==> src/rtl/kbd_pkg.sv <==
// Shared constants and types for the PS/2 set-2 keyboard decoder.
// Holds scancode constants, the decoder FSM state encoding and the
// keymap ROM address layout.
package kbd_pkg;

    localparam int unsigned CODE_W = 8;
    localparam int unsigned ADDR_W = 11;

    localparam logic [CODE_W-1:0] SC_EXT    = 8'hE0;
    localparam logic [CODE_W-1:0] SC_BRK    = 8'hF0;
    localparam logic [CODE_W-1:0] SC_LSHIFT = 8'h12;
    localparam logic [CODE_W-1:0] SC_RSHIFT = 8'h59;
    localparam logic [CODE_W-1:0] SC_CAPS   = 8'h58;

    typedef enum logic [1:0] {
        ST_IDLE   = 2'd0,
        ST_LOOKUP = 2'd1,
        ST_FETCH  = 2'd2,
        ST_OUTPUT = 2'd3
    } state_t;

    // Keymap address: one 256-entry plane per {ext, caps, shift} combination.
    typedef struct packed {
        logic              ext;
        logic              caps;
        logic              shift;
        logic [CODE_W-1:0] code;
    } rom_addr_t;

endpackage

==> src/rtl/kbd_modifiers.sv <==
// Shift / caps-lock tracking for the keyboard decoder.
// Ports:
//   clk, reset  - clock, synchronous active-high reset
//   update      - strobe: apply code as a make or break event
//   is_break    - 1 when the event is a key release
//   code        - set-2 scancode of the event
//   shift_c     - either shift key currently held (combinational OR)
//   caps        - caps-lock state (registered)
module kbd_modifiers
    import kbd_pkg::*;
#(
    parameter logic CAPS_INIT = 1'b0
) (
    input  logic              clk,
    input  logic              reset,
    input  logic              update,
    input  logic              is_break,
    input  logic [CODE_W-1:0] code,
    output logic              shift_c,
    output logic              caps
);

    logic shift_l;
    logic shift_r;
    logic caps_held;

    // Held bits per modifier; caps toggles only on the first make so
    // typematic repeats of the caps key are ignored.
    always_ff @(posedge clk) begin
        if (reset) begin
            shift_l   <= 1'b0;
            shift_r   <= 1'b0;
            caps_held <= 1'b0;
            caps      <= CAPS_INIT;
        end else if (update) begin
            case (code)
                SC_LSHIFT: shift_l <= ~is_break;
                SC_RSHIFT: shift_r <= ~is_break;
                SC_CAPS: begin
                    if (is_break) begin
                        caps_held <= 1'b0;
                    end else begin
                        if (!caps_held) begin
                            caps <= ~caps;
                        end
                        caps_held <= 1'b1;
                    end
                end
                default: ;
            endcase
        end
    end

    assign shift_c = shift_l | shift_r;

endmodule

==> src/rtl/keyboard_decoder.sv <==
// PS/2 set-2 scancode to ASCII decoder using an external registered keymap ROM.
// Ports:
//   clk, reset        - clock, synchronous active-high reset
//   scancode[7:0]     - byte from the PS/2 receiver, qualified by scancode_valid
//   rom_addr[10:0]    - keymap address {ext, caps, shift, code}
//   rom_dout[7:0]     - keymap data, one cycle after rom_addr
//   char[7:0]         - decoded character, held while char_valid
//   char_valid        - character pending; cleared after char_ready
//   caps_led          - caps-lock state
//   overrun           - one-cycle pulse when a scancode arrives while busy
module keyboard_decoder
    import kbd_pkg::*;
#(
    parameter logic CAPS_INIT = 1'b0
) (
    input  logic              clk,
    input  logic              reset,
    input  logic [CODE_W-1:0] scancode,
    input  logic              scancode_valid,
    output logic [ADDR_W-1:0] rom_addr,
    input  logic [CODE_W-1:0] rom_dout,
    output logic [CODE_W-1:0] char,
    output logic              char_valid,
    input  logic              char_ready,
    output logic              caps_led,
    output logic              overrun
);

    state_t            state_q, state_d;
    logic              ext_q, ext_d;
    logic              brk_q, brk_d;
    rom_addr_t         addr_q, addr_d;
    logic [CODE_W-1:0] char_q, char_d;
    logic              cv_q, cv_d;
    logic              ovr_d;
    logic              mod_update_c;
    logic              shift_c;
    logic              caps;

    kbd_modifiers #(
        .CAPS_INIT (CAPS_INIT)
    ) u_modifiers (
        .clk      (clk),
        .reset    (reset),
        .update   (mod_update_c),
        .is_break (brk_q),
        .code     (scancode),
        .shift_c  (shift_c),
        .caps     (caps)
    );

    // State register.
    always_ff @(posedge clk) begin
        if (reset) begin
            state_q <= ST_IDLE;
        end else begin
            state_q <= state_d;
        end
    end

    // Next-state and next-output logic.
    always_comb begin
        state_d      = state_q;
        ext_d        = ext_q;
        brk_d        = brk_q;
        addr_d       = addr_q;
        char_d       = char_q;
        cv_d         = cv_q;
        mod_update_c = 1'b0;
        // Any strobe outside IDLE is lost; flags are left untouched.
        ovr_d        = scancode_valid && (state_q != ST_IDLE);

        case (state_q)
            ST_IDLE: begin
                if (scancode_valid) begin
                    if (scancode == SC_EXT) begin
                        ext_d = 1'b1;
                    end else if (scancode == SC_BRK) begin
                        brk_d = 1'b1;
                    end else if (brk_q) begin
                        // Key release: update modifiers only, nothing emitted.
                        brk_d        = 1'b0;
                        ext_d        = 1'b0;
                        mod_update_c = 1'b1;
                    end else begin
                        // Address uses modifier state from before this key.
                        addr_d.ext   = ext_q;
                        addr_d.caps  = caps;
                        addr_d.shift = shift_c;
                        addr_d.code  = scancode;
                        ext_d        = 1'b0;
                        mod_update_c = 1'b1;
                        state_d      = ST_LOOKUP;
                    end
                end
            end
            ST_LOOKUP: begin
                state_d = ST_FETCH;
            end
            ST_FETCH: begin
                // A zero entry marks keys with no printable character.
                if (rom_dout != 8'h00) begin
                    char_d  = rom_dout;
                    cv_d    = 1'b1;
                    state_d = ST_OUTPUT;
                end else begin
                    state_d = ST_IDLE;
                end
            end
            ST_OUTPUT: begin
                if (char_ready) begin
                    cv_d    = 1'b0;
                    state_d = ST_IDLE;
                end
            end
            default: begin
                state_d = ST_IDLE;
            end
        endcase
    end

    // Datapath and output registers.
    always_ff @(posedge clk) begin
        if (reset) begin
            ext_q   <= 1'b0;
            brk_q   <= 1'b0;
            addr_q  <= '0;
            char_q  <= '0;
            cv_q    <= 1'b0;
            overrun <= 1'b0;
        end else begin
            ext_q   <= ext_d;
            brk_q   <= brk_d;
            addr_q  <= addr_d;
            char_q  <= char_d;
            cv_q    <= cv_d;
            overrun <= ovr_d;
        end
    end

    assign rom_addr   = addr_q;
    assign char       = char_q;
    assign char_valid = cv_q;
    assign caps_led   = caps;

endmodule
==> config.mk <==
export PLATFORM = sky130hd
export DESIGN_NAME = keyboard_decoder
export DESIGN_NICKNAME = d
export VERILOG_FILES = /design/src/rtl/kbd_pkg.sv /design/src/rtl/kbd_modifiers.sv /design/src/rtl/keyboard_decoder.sv
export SDC_FILE = /design/constraint.sdc
export NUM_CORES = 1
export LEC_CHECK = 0
export BUFFER_PORTS_ARGS = -buffer_cell sky130_fd_sc_hd__buf_2
export CORE_ASPECT_RATIO = 0.6
export CORE_MARGIN = 4
export CORE_UTILIZATION = 47
export DETAILED_ROUTE_END_ITERATION = 7
export PLACE_DENSITY = 0.76
export SLEW_MARGIN = 30
export SYNTH_ARGS = -nofsm -noshare
export SYNTH_HDL_FRONTEND = slang
export SYNTH_SLANG_ARGS = --single-unit
==> constraint.sdc <==
create_clock -name clk -period 2.5 [get_ports clk]
set_input_delay 0.375 -clock clk [delete_from_list [all_inputs] [get_ports clk]]
set_output_delay 0.375 -clock clk [all_outputs]
set_load 0.02 [all_outputs]
# Word level (Yosys, flattened, before mapping)
# Cells that the tools add are included.
# word_totals
reg_bits	29
word_cells	68
output_inout_bits	22
input_bits	20
# op_classes
n_eq_ne	15
n_reduce_logical	15
bitwise_logic	6
mux	18
# ops
operator	count
8-bit by 7-bit equality test with 1-bit output, second input constant	2
8-bit equality test, second input constant	2
2-bit != test, second input constant	7
2-bit two-way mux	6
1-bit two-way mux	10
5-bit AND reduction	2
3-bit AND reduction	3
8-bit by 5-bit equality test with 1-bit output, second input constant	1
2-bit case mux with 4 select lines	1
2-bit AND reduction	4
8-bit nonzero test	1
1-bit inverter	5
2-bit equality test, second input constant	2
4-bit AND reduction	1
2-bit nonzero test	2
2-bit by 1-bit equality test with 1-bit output, second input constant	1
2-bit logical NOT	1
1-bit case mux with 2 select lines	1
1-bit logical AND	1
1-bit bitwise OR	1

# Depth between registers and ports, before layout
# Gate-level depths: netlist (run 1).
# depth
depth_word	6
ltp_mapped	6
depth_no_buf	4

# By module
# A second synthesis (run 1) with hierarchy kept.
# hier_totals
cells_unflattened	141
hier_area_um2	1260.0
# modules_own_cells
mod	cells_per_inst	area_per_inst_um2	seq_area_each_um2	n_inst
keyboard_decoder	117	1027.2	500.5	1
kbd_modifiers	24	232.7	80.1	1

# Worst setup path before layout (run 1)
# OpenSTA, ideal clock, no wires.
# synth_timing
path_kind	input-to-reg
start	input port scancode[5]
end	register u_modifiers.caps
t_required_ns	2.377
setup_slack_ns	0.662
path_stages	4
setup_time_ns	0.123
t_arrival_ns	1.715
path_cell_list	or4b_1 > nor3_1 > nor3b_2 > mux2_1
# synth_via
elab_chain_len	6
word_cells_on_any_way	8
cone_classes	3 x eq/ne; 4 x mux; 1 x reduce/logical
# synth_lines
item	line	source
start, declared	keyboard_decoder.sv:18	input logic [CODE_W-1:0] scancode,
8-bit equality test	keyboard_decoder.sv:78	end else if (scancode == SC_BRK) begin
1-bit two-way mux	keyboard_decoder.sv:78	
1-bit two-way mux	keyboard_decoder.sv:76	if (scancode == SC_EXT) begin
1-bit two-way mux	keyboard_decoder.sv:75	if (scancode_valid) begin
1-bit two-way mux	keyboard_decoder.sv:73	case (state_q)
4-bit AND reduction (no line) *	-	
end signal, assigned	kbd_modifiers.sv:44	caps <= ~caps;
end, declared	kbd_modifiers.sv:20	output logic caps
# Mark *: on every way between the ends. The rest lies on a longest branch, timed or not.
# A chain may end at the register's enable or synchronous reset.

# Worst setup path in the final report (run 1)
# layout_timing
start	register state_q[1]
end	register u_modifiers.caps
# layout_via
elab_chain_len	3
# layout_lines
item	line	source
start, declared	keyboard_decoder.sv:29	state_t state_q, state_d;
start signal, assigned	keyboard_decoder.sv:57	state_q <= state_d;
2-bit logical NOT	keyboard_decoder.sv:73	
1-bit two-way mux	keyboard_decoder.sv:73	
4-bit AND reduction (no line)	-	
# Every way passes these cells.

==> results of run 1 <==
==> layer usage <==
metal	part of all wire (%)	vias to the layer above	global-route usage, %
met5	0	-	0
met4	1.4	0	8.24
li1	-	503	-
met2	42	38	25.2
met1	49	453	20.4
met3	7.4	5	6.97
==> stage by stage <==
step / worst slack (ns) / area [um^2] / power (mW) / hold slack [ns]
detailed placement: 0.374 / 1370 / 0.724 / 0.460
global placement: 0.515 / 1360 / 0.719 / 0.459
floorplan: 0.662 / 1150 / 0.664 / 0.444
CTS: 0.571 / 1450 / 1.10 / 0.348
finish: 0.576 / 1450 / 1.09 / 0.351
global route: 0.483 / 1450 / 1.15 / 0.369
==> how the worst min path moves through the flow <==
stage          cells after the start             endpoint  slack [ns]                 from
2_1_floorplan                      2  u_modifiers.shift_r        0.44  u_modifiers.shift_r
3_3_place_gp                       2          rom_addr[2]        0.46          rom_addr[2]
3_5_place_dp                       2          rom_addr[2]        0.46          rom_addr[2]
4_1_cts                            3              char[7]        0.35          rom_dout[7]
5_1_grt                            3          rom_addr[2]        0.37          scancode[2]
6_report                           3              char[7]        0.35          rom_dout[7]
==> final cells by class <==
class | instances | area share (%)
sequential | 29 | 39.9
clock buffer | 7 | 5.94
tap | 30 | 2.58
multi-input combinational | 83 | 37.2
inverter | 1 | 0.258
timing repair buffer | 41 | 14.1
==> where the power goes <==
part	leakage [nW]	switching [mW]	internal, mW
Clock	0.0443	0.154	0.217
Combinational	0.397	0.118	0.0795
Sequential	0.236	0.0206	0.496
==> worst max-delay path, cell delays in order, from the launching register on <==
cell     delay (ns)
dfxtp_1        0.35
or3b_1         0.49
a211o_4        0.45
nor3b_2        0.19
mux2_1         0.34
==> layout by cell type (no fill, tap or decap), drive strengths merged <==
master and count:
buf 41, dfxtp 29, nor2 24, mux2i 17, a21oi 9, nor3 7, clkbuf 7, nand2 3
nor4 3, nor2b 2, nand2b 2, a31oi 2, nor3b 2, and4b 1, or3b 1, a211o 1
or4b 1, nand3b 1, mux2 1, inv 1, nand3 1, a311oi 1, nand4b 1, o31ai 1
or4 1, and3 1
==> state kept, by name, indices dropped and copies added, names as in the netlist <==
signal,cells
ext_q,1
u_modifiers.caps,1
u_modifiers.shift_l,1
state_q,2
overrun,1
u_modifiers.shift_r,1
char,8
rom_addr,11
brk_q,1
char_valid,1
u_modifiers.caps_held,1
==> logic make-up (layout without fill, tap and decap cells) <==
logic type      after synthesis  count (layout)
compound gates               14              14
buf+inv                       7              49
flops                        29              29
mux                          18              18
simple gates                 51              51
==> results.md, run 1 <==
* Critical Path End: u_modifiers.caps
* Primary FF master, synth: dfxtp_1
* Synth Area in Compound Gates at 7.92%
* Largest net degree at the start of global routing at 31
* Util after Layout at 64.8%
* Multi-input logic area at 541 um^2
* Post-synthesis adder-cell area fraction at 0%
* Post-CTS sizing at 0
* Syn Area/Cell at 9.69 um^2
* DRT antenna net count at 0
* CTS Buf Count at 5
* Critical path startpoint category: register
* Skew-Pair Late Insertion Delay at 0.27 ns
* Sinks on Clock Net at 29
* Top post-synthesis cells by area: dfxtp_1 50%, mux2i_1 15%, nor2_1 7.8%
* Clk slew on worst S/H paths at 0.06 ns
* Post-Synth XOR/XNOR Area at 0%
* Initial antenna violation count at 0
* Layout area overhead at 26.0%
* Max Root-Sink Buffers at 2
* Status: completed
* Synth top area share at 50.3%
* Simple-Gate Fraction of Synth Area at 22.9%
* Minimum clock period at 1.92 ns
* Post-Syn Area at 1150 um^2
* Leakage at 0.678 nW
* Vias per cell at 5.23
* Fin crit share at 77.0%
* Post-DP HPWL at 1.89 mm
* Diode count at 0
* P per Cell Area at 747 nW/um^2
* Arr. time, crit path at 2.08 ns
* # DRC at 0
* Largest area contributor in the synthesized netlist: dfxtp_1
* Setup crit start: state_q[1]
* Post-synthesis mux area share at 15.7%
* Ys Warns at 0
* GRT overflow at 0
* Tightest Hold Check Type: in2reg
* Reg2Reg Depth at 4
* RSZ-0062 raised after global routing: false
* Final nets at 181
* Netlist cell types at 28
* Die W at 72.0 um
* Final hold viol count at 0
* Die height at 46.4 um
* Post-synth EDFFs at 0
* Max IR drop VDD at 469 uV
* GR Util All Layers at 16.6%
* Setup CP Type: reg2reg
* Final setup viols at 0
* Async set or reset register ratio after synthesis at 0%
* Reg2reg start: state_q[1]
* Crit Path Max Fanout at 14
* Die footprint at 3340 um^2
* Via count at 999
* Largest family of logic cells by synthesized area: simple AND/OR/NAND/NOR gates
* Syn nets at 139
* Fill cell count at 200
* WL per Instance at 13.2 um
* Final worst clock skew at 0.00595 ns
* Synthesis-stage register bit count at 29
* Vias in the first global route at 924
* Row count at 13
* Core area at 2240 um^2
* Final Max Slew Viols at 0
* Most frequent cell after synthesis: dfxtp_1
* Post-synth top cells: 29 x dfxtp_1, 24 x nor2_1, 17 x mux2i_1
* Reg2Reg Setup Slack at 0.58 ns
* Inst Count DP at 184
* Fmax at 520 MHz
* Max-slew headroom at 55.0%
* 1st-iter DRT viols at 102
* Sequential fraction of the synthesis area at 50.3%
* CTS Root Cell: clkbuf_8
* End of the worst register-to-register path: u_modifiers.caps
* Share of layout cells above drive strength 1 at 31.1%
* CTS Hold Bufs at 0
* CP required at 2.66 ns
* Total routed wirelength at 2.52 mm
* I/O Buffers at 41
* First-pass GRT wire length at 4.03 mm
* Crit. End Element: register
* 1st-pass router iterations at 4
* Initial core utilization at 51.4%
* Setup TNS at 0 ns
* CTS H-tree depth at 2
* Reg area at 581 um^2
* # Post-CTS Setup Buffers at 0
* CTS tree: done
* Routability Congestion at 0.815
* I/O pin count at 42
* Cells after Synth at 119
* Post-Layout Cell Count at 191
* Actual slew at the worst max-slew pin at 0.676 ns
* Max-cap violations at 0
Power figures use the tool's default switching activity.
==> run 2, diff against run 1 <==
--- a/config.mk
+++ b/config.mk
@@ -5,12 +5,13 @@
 export SDC_FILE = /design/constraint.sdc
 export NUM_CORES = 1
 export LEC_CHECK = 0
+export ABC_AREA = 1
 export BUFFER_PORTS_ARGS = -buffer_cell sky130_fd_sc_hd__buf_2
 export CORE_ASPECT_RATIO = 0.6
 export CORE_MARGIN = 4
-export CORE_UTILIZATION = 47
+export CORE_UTILIZATION = 45
 export DETAILED_ROUTE_END_ITERATION = 7
-export PLACE_DENSITY = 0.76
+export PLACE_DENSITY = 0.74
 export SLEW_MARGIN = 30
 export SYNTH_ARGS = -nofsm -noshare
 export SYNTH_HDL_FRONTEND = slang
==> constraint.sdc (replaced) <==
create_clock -name clk -period 1.75 [get_ports clk]
set_input_delay 0.2625 -clock clk [delete_from_list [all_inputs] [get_ports clk]]
set_output_delay 0.2625 -clock clk [all_outputs]
set_load 0.02 [all_outputs]
==> run 2 against run 1 <==
Against the previous run:
- combinational power grew 120%
- highest routed layer unchanged
- final area grew 15%
- die area grew 19%
- clock skew shrank 0.0049 ns
- register-to-register slack lost 0.35 ns
- setup slack lost 0.35 ns
- cell count grew 49%
- worst hold slack lost 0.16 ns
- sequential cell count is the same
==> results.md, run 2 <==
* Status: completed
* Final setup viols at 0
* Vias per cell at 4.58
* Minimum clock period at 1.53 ns
* Post-CTS sizing at 0
* Max-slew headroom at 70.7%
* Die height at 50.4 um
* Final Max Slew Viols at 0
* Clk slew on worst S/H paths at 0.06 ns
* P per Cell Area at 1040 nW/um^2
* CTS H-tree depth at 2
* 1st-iter DRT viols at 54
* Top post-synthesis cells by area: dfxtp_1 43%, nor2_1 16%, nand2_1 7.8%
* Most frequent cells in the layout: 57 x nor2_1, 41 x buf_2, 29 x dfxtp_1
* Final nets at 263
* Max reg flops at 11
* Post-synth EDFFs at 0
* Multi-input logic area at 639 um^2
* Fin crit share at 87.3%
* Leakage at 0.828 nW
* Final worst clock skew at 0.00103 ns
* CTS Buf Count at 5
* Post-Syn Area at 1350 um^2
* RSZ-0062 raised after global routing: false
* First-pass GRT wire length at 5.56 mm
* Core area at 2870 um^2
* Sequential fraction of the synthesis area at 43.0%
* Largest area contributor in the synthesized netlist: dfxtp_1
* CTS Root Cell: clkbuf_8
* Die W at 78.7 um
* Layout area overhead at 24.1%
* # DRC at 0
* Final hold viol count at 0
* Most frequent cell after synthesis: nor2_1
* Die footprint at 3970 um^2
* Initial core utilization at 47.1%
* Sinks on Clock Net at 29
* Synth top area share at 43.0%
* Crit Path Max Fanout at 14
* Ys Warns at 0
* Row count at 15
* Max-cap violations at 0
* Diode count at 0
* # Post-CTS Setup Buffers at 0
* Reg area at 581 um^2
* I/O Buffers at 41
* CTS Hold Bufs at 0
* Power Total at 1.75 mW
* Setup CP Type: reg2reg
* Async set or reset register ratio after synthesis at 0%
* Primary FF master, synth: dfxtp_1
* CP required at 1.92 ns
* Syn nets at 218
* Initial antenna violation count at 0
* Synthesis-stage register bit count at 29
* DRT antenna net count at 0
* Cells after Synth at 198
* I/O pin count at 42
* Skew-Pair Late Insertion Delay at 0.27 ns
* Routability Congestion at 0.842
* Tightest Hold Check Type: in2reg
* Setup TNS at 0 ns
* 1st-pass router iterations at 4
* Crit. End Element: register
* Max IR drop VDD at 420 uV
* Commonest non-fill, non-tap cell in the layout: nor2_1
* Via count at 1,304
* Vias in the first global route at 1,238
* Fmax at 655 MHz
* Arr. time, crit path at 1.70 ns
* Netlist cell types at 21
* Max Root-Sink Buffers at 2
* Total routed wirelength at 3.21 mm
* Actual slew at the worst max-slew pin at 0.439 ns
* Critical path startpoint category: register
* Post-DP HPWL at 2.60 mm
* Post-synth top cells: 57 x nor2_1, 29 x dfxtp_1, 28 x nand2_1
* GRT overflow at 0
* Fill cell count at 298
* CTS tree: done
* GR Util All Layers at 18.1%
* Largest net degree at the start of global routing at 15
* WL per Instance at 11.2 um
* Syn Area/Cell at 6.82 um^2
* Share of layout cells above drive strength 1 at 28.4%
==> run 2: cell types whose count changed in the layout (fill, tap and decap cells not counted), sizes merged, moves of 5 or more <==
cell / change
nand3: +8
o21ai: +21
inv: +23
nor2: +38
mux2i: -17
a21oi: -5
nand2: +29
==> run 2: path summary, 6_finish.rpt <==
kind	cells past startpoint	start	slack [ns]	to
max	8	state_q[1]	0.22	rom_addr[8]
min	2	reset	0.19	state_q[0]
max reg2reg	8	state_q[1]	0.22	rom_addr[8]
min reg2reg	2	char_valid	0.48	char_valid
==> run 2: logic make-up after synthesis <==
group / share of synthesized area [%]
and+or+nand+nor: 36.4
AOI/OAI and AO/OA: 10.9
buffers and inverters: 9.72
DFF: 43.0
==> run 2: layout make-up <==
cell class	count	area share (%)
Inverter	24	5.37
Tap cell	42	3.13
Sequential cell	29	34.6
Multi-Input combinational cell	139	38.1
Timing Repair Buffer	44	13.6
Clock buffer	7	5.15
==> run 2: power breakdown <==
group / leakage (nW) / switching [mW] / internal, mW
Sequential: 0.238 / 0.0457 / 0.736
Clock: 0.0443 / 0.227 / 0.311
Combinational: 0.546 / 0.281 / 0.145
==> run 2: critical path, cell delays in order (launching register included) <==
cell     delay [ns]
dfxtp_1        0.33
nor2_2         0.14
nand2_1        0.09
inv_2          0.09
nand2_4        0.12
nor2_4         0.39
nand3_1        0.13
nand2_1        0.09
nor2_1         0.04
==> run 2: per-stage QoR <==
stage	utilization (%)	hold slack, ns	cell area (um^2)	cells	worst slack (ns)
after floorplan	-	0.325	1350	198	0.628
after global routing	58.4	0.201	1680	285	0.0580
final	58.4	0.190	1680	285	0.222
after CTS	58.4	0.180	1680	285	0.228
after global placement	55.4	0.463	1590	278	0.321
after detailed placement	55.4	0.471	1590	278	0.231
==> run 2: metal layers <==
metal,part of all wire (%),vias to the layer above,GRT usage [%],wire length (um)
li1,-,710,-,-
met1,53,553,24.8,1700
met2,39,37,26.2,1240
met3,7.2,4,6.63,230
met4,1.2,0,6.10,38
met5,0,-,0,0
==> run 3, diff against run 2 <==
--- a/config.mk
+++ b/config.mk
@@ -7,6 +7,7 @@
 export LEC_CHECK = 0
 export ABC_AREA = 1
 export BUFFER_PORTS_ARGS = -buffer_cell sky130_fd_sc_hd__buf_2
+export CAP_MARGIN = 5
 export CORE_ASPECT_RATIO = 0.6
 export CORE_MARGIN = 4
 export CORE_UTILIZATION = 45
@@ -15,4 +16,5 @@
 export SLEW_MARGIN = 30
 export SYNTH_ARGS = -nofsm -noshare
 export SYNTH_HDL_FRONTEND = slang
+export SYNTH_HIERARCHICAL = 1
 export SYNTH_SLANG_ARGS = --single-unit
==> run 3 against run 2 <==
Against the previous run:
- sequential power is 1% lower
- final area grew 3.7%
- sequential cell count is the same
- synthesized area increased by 2.7%
- count of clock-buffer cells in the layout unchanged
- clock skew increased by 0.0052 ns
- wire length shrank 5.7%
- clock power grew 31%
- critical path depth up 4
- sequential share of layout area decreased by 1.2 points
- critical path type unchanged
- largest power group unchanged
- highest routed layer unchanged
==> results.md, run 3 <==
* Status: completed
* Fin worst setup slack at 0.238 ns
* Most frequent cells in the layout: 59 x nor2_1, 41 x buf_2, 34 x nand2_1
* CTS Root Cell: clkbuf_8
* Synthesis-stage register bit count at 29
* # DRC at 0
* Worst slack at placement at 0.233 ns
* Layout area overhead at 25.2%
* Reg2Reg Depth at 12
* Cells after Synth at 195
* Post-CTS sizing at 0
* Crit path cell chain: nor2_2 -> nand2_1 -> clkinv_1 -> nand2_1 -> nor2_1 -> inv_2 -> nor2_4 -> nand2_1 -> nor2_1 -> nand4_1 -> nand2_1 -> nor2_1
* GRT overflow at 0
* Clk slew on worst S/H paths at 0.06 ns
* Crit Path Max Fanout at 5
* # Post-CTS Setup Buffers at 0
* Die height at 51.0 um
* Fmax at 662 MHz
* Netlist cell types at 25
* Critical path startpoint category: register
* CP peak stage delay at 0.34 ns
* RSZ-0062 raised after global routing: false
* Util after Layout at 59.7%
* Power Total at 1.92 mW
* Syn Area/Cell at 7.12 um^2
* Diode count at 0
* Post-layout instance area at 1740 um^2
* Max-cap violations at 0
* Actual slew at the worst max-slew pin at 0.453 ns
* WL per Instance at 10.6 um
* DRT antenna net count at 0
* Final hold viol count at 0
* Post-Layout Cell Count at 284
* Total routed wirelength at 3.02 mm
* Crit. End Element: register
* Post-DP HPWL at 2.34 mm
* WHS Path Cells at 2
* Initial antenna violation count at 0
* Routability Congestion at 0.814
* Tightest Hold Check Type: in2reg
* Fin crit share at 86.4%
* Dpl cell area at 1620 um^2
* Most frequent cell after synthesis: nor2_1
* Largest net degree at the start of global routing at 14
* Async set or reset register ratio after synthesis at 0%
* First-pass GRT wire length at 4.97 mm
* Row count at 15
* Max IR drop VDD at 590 uV
* Final worst clock skew at 0.00619 ns
* Final nets at 261
* Post-synth EDFFs at 0
* Largest area contributor in the synthesized netlist: dfxtp_1
* CTS Buf Count at 5
* GR Util All Layers at 16.4%
* Vias per cell at 4.48
* Sequential fraction of the synthesis area at 41.8%
* Die footprint at 4070 um^2
* CTS tree: done
* Final setup viols at 0
* Via count at 1,273
* Ys Warns at 6
* CTS H-tree depth at 2
* Die W at 79.7 um
* I/O Buffers at 41
* Reg2Reg Setup Slack at 0.24 ns
* Worst path slowest cell: dfxtp_1
* Synth top area share at 41.8%
* Commonest non-fill, non-tap cell in the layout: nor2_1
* Leakage at 0.854 nW
* Primary FF master, synth: dfxtp_1
* Post-Syn Area at 1390 um^2
* Max reg flops at 11
* Vias in the first global route at 1,110
* Skew-Pair Late Insertion Delay at 0.28 ns
* P per Cell Area at 1100 nW/um^2
* Syn nets at 215
* Max Root-Sink Buffers at 2
* CP required at 1.93 ns
* I/O pin count at 42
* Minimum clock period at 1.51 ns
* Setup TNS at 0 ns
* Final Max Slew Viols at 0
* Hold slack at 0.202 ns
* Inst Count DP at 276
* Arr. time, crit path at 1.69 ns
* Post-synth top cells: 59 x nor2_1, 34 x nand2_1, 29 x dfxtp_1
* Core area at 2910 um^2
* Initial core utilization at 47.7%
* Max-slew headroom at 69.8%
* Sinks on Clock Net at 29
* Setup CP Type: reg2reg
* Top cell by count, worst path: nand2_1
* Share of layout cells above drive strength 1 at 28.5%
* 1st-pass router iterations at 4
* 1st-iter DRT viols at 89
* CTS Hold Bufs at 0
* Top post-synthesis cells by area: dfxtp_1 42%, nor2_1 16%, nand2_1 9.2%
[run 3: report_power, final]
part / switching, mW / internal, mW / total, mW / leakage (nW)
logic: 0.283 / 0.154 / 0.437 / 0.558
clock network: 0.244 / 0.463 / 0.707 / 0.0585
registers: 0.0380 / 0.734 / 0.772 / 0.238
[run 3: area by class of cell]
type,instances,area [um^2]
multi-input cells,143,689
repair buffers,45,235
clock buffers,7,86.3
clock inverters,1,30.0
flip-flops and latches,29,581
well taps,42,52.6
fillers,269,1170
inverters,17,63.8
[run 3: worst max-delay path, delay by kind of cell (launching register included)]
family,cells,cell delay [ns]
flops,1,0.34
buf+inv,2,0.14
simple gates,10,0.94
[run 3: worst paths after layout]
path,startpoint,to
max,state_q[0],u_modifiers/caps
min,reset,char[3]
max reg2reg,state_q[0],u_modifiers/caps
min reg2reg,char_valid,char_valid
[run 3: kinds of logic after synthesis]
family / Yosys count / share of synthesized area (%)
buf+inv: 23 / 8.48
flops: 29 / 41.8
compound gates: 18 / 7.12
simple gates: 125 / 42.6
[run 3: routing by layer]
metal	vias to the layer above	GRT usage, %	routed length [um]
met5	-	0	0
met1	533	21.4	1540
met3	6	6.34	202
met2	32	23.1	1230
met4	0	8.57	58
li1	702	-	-
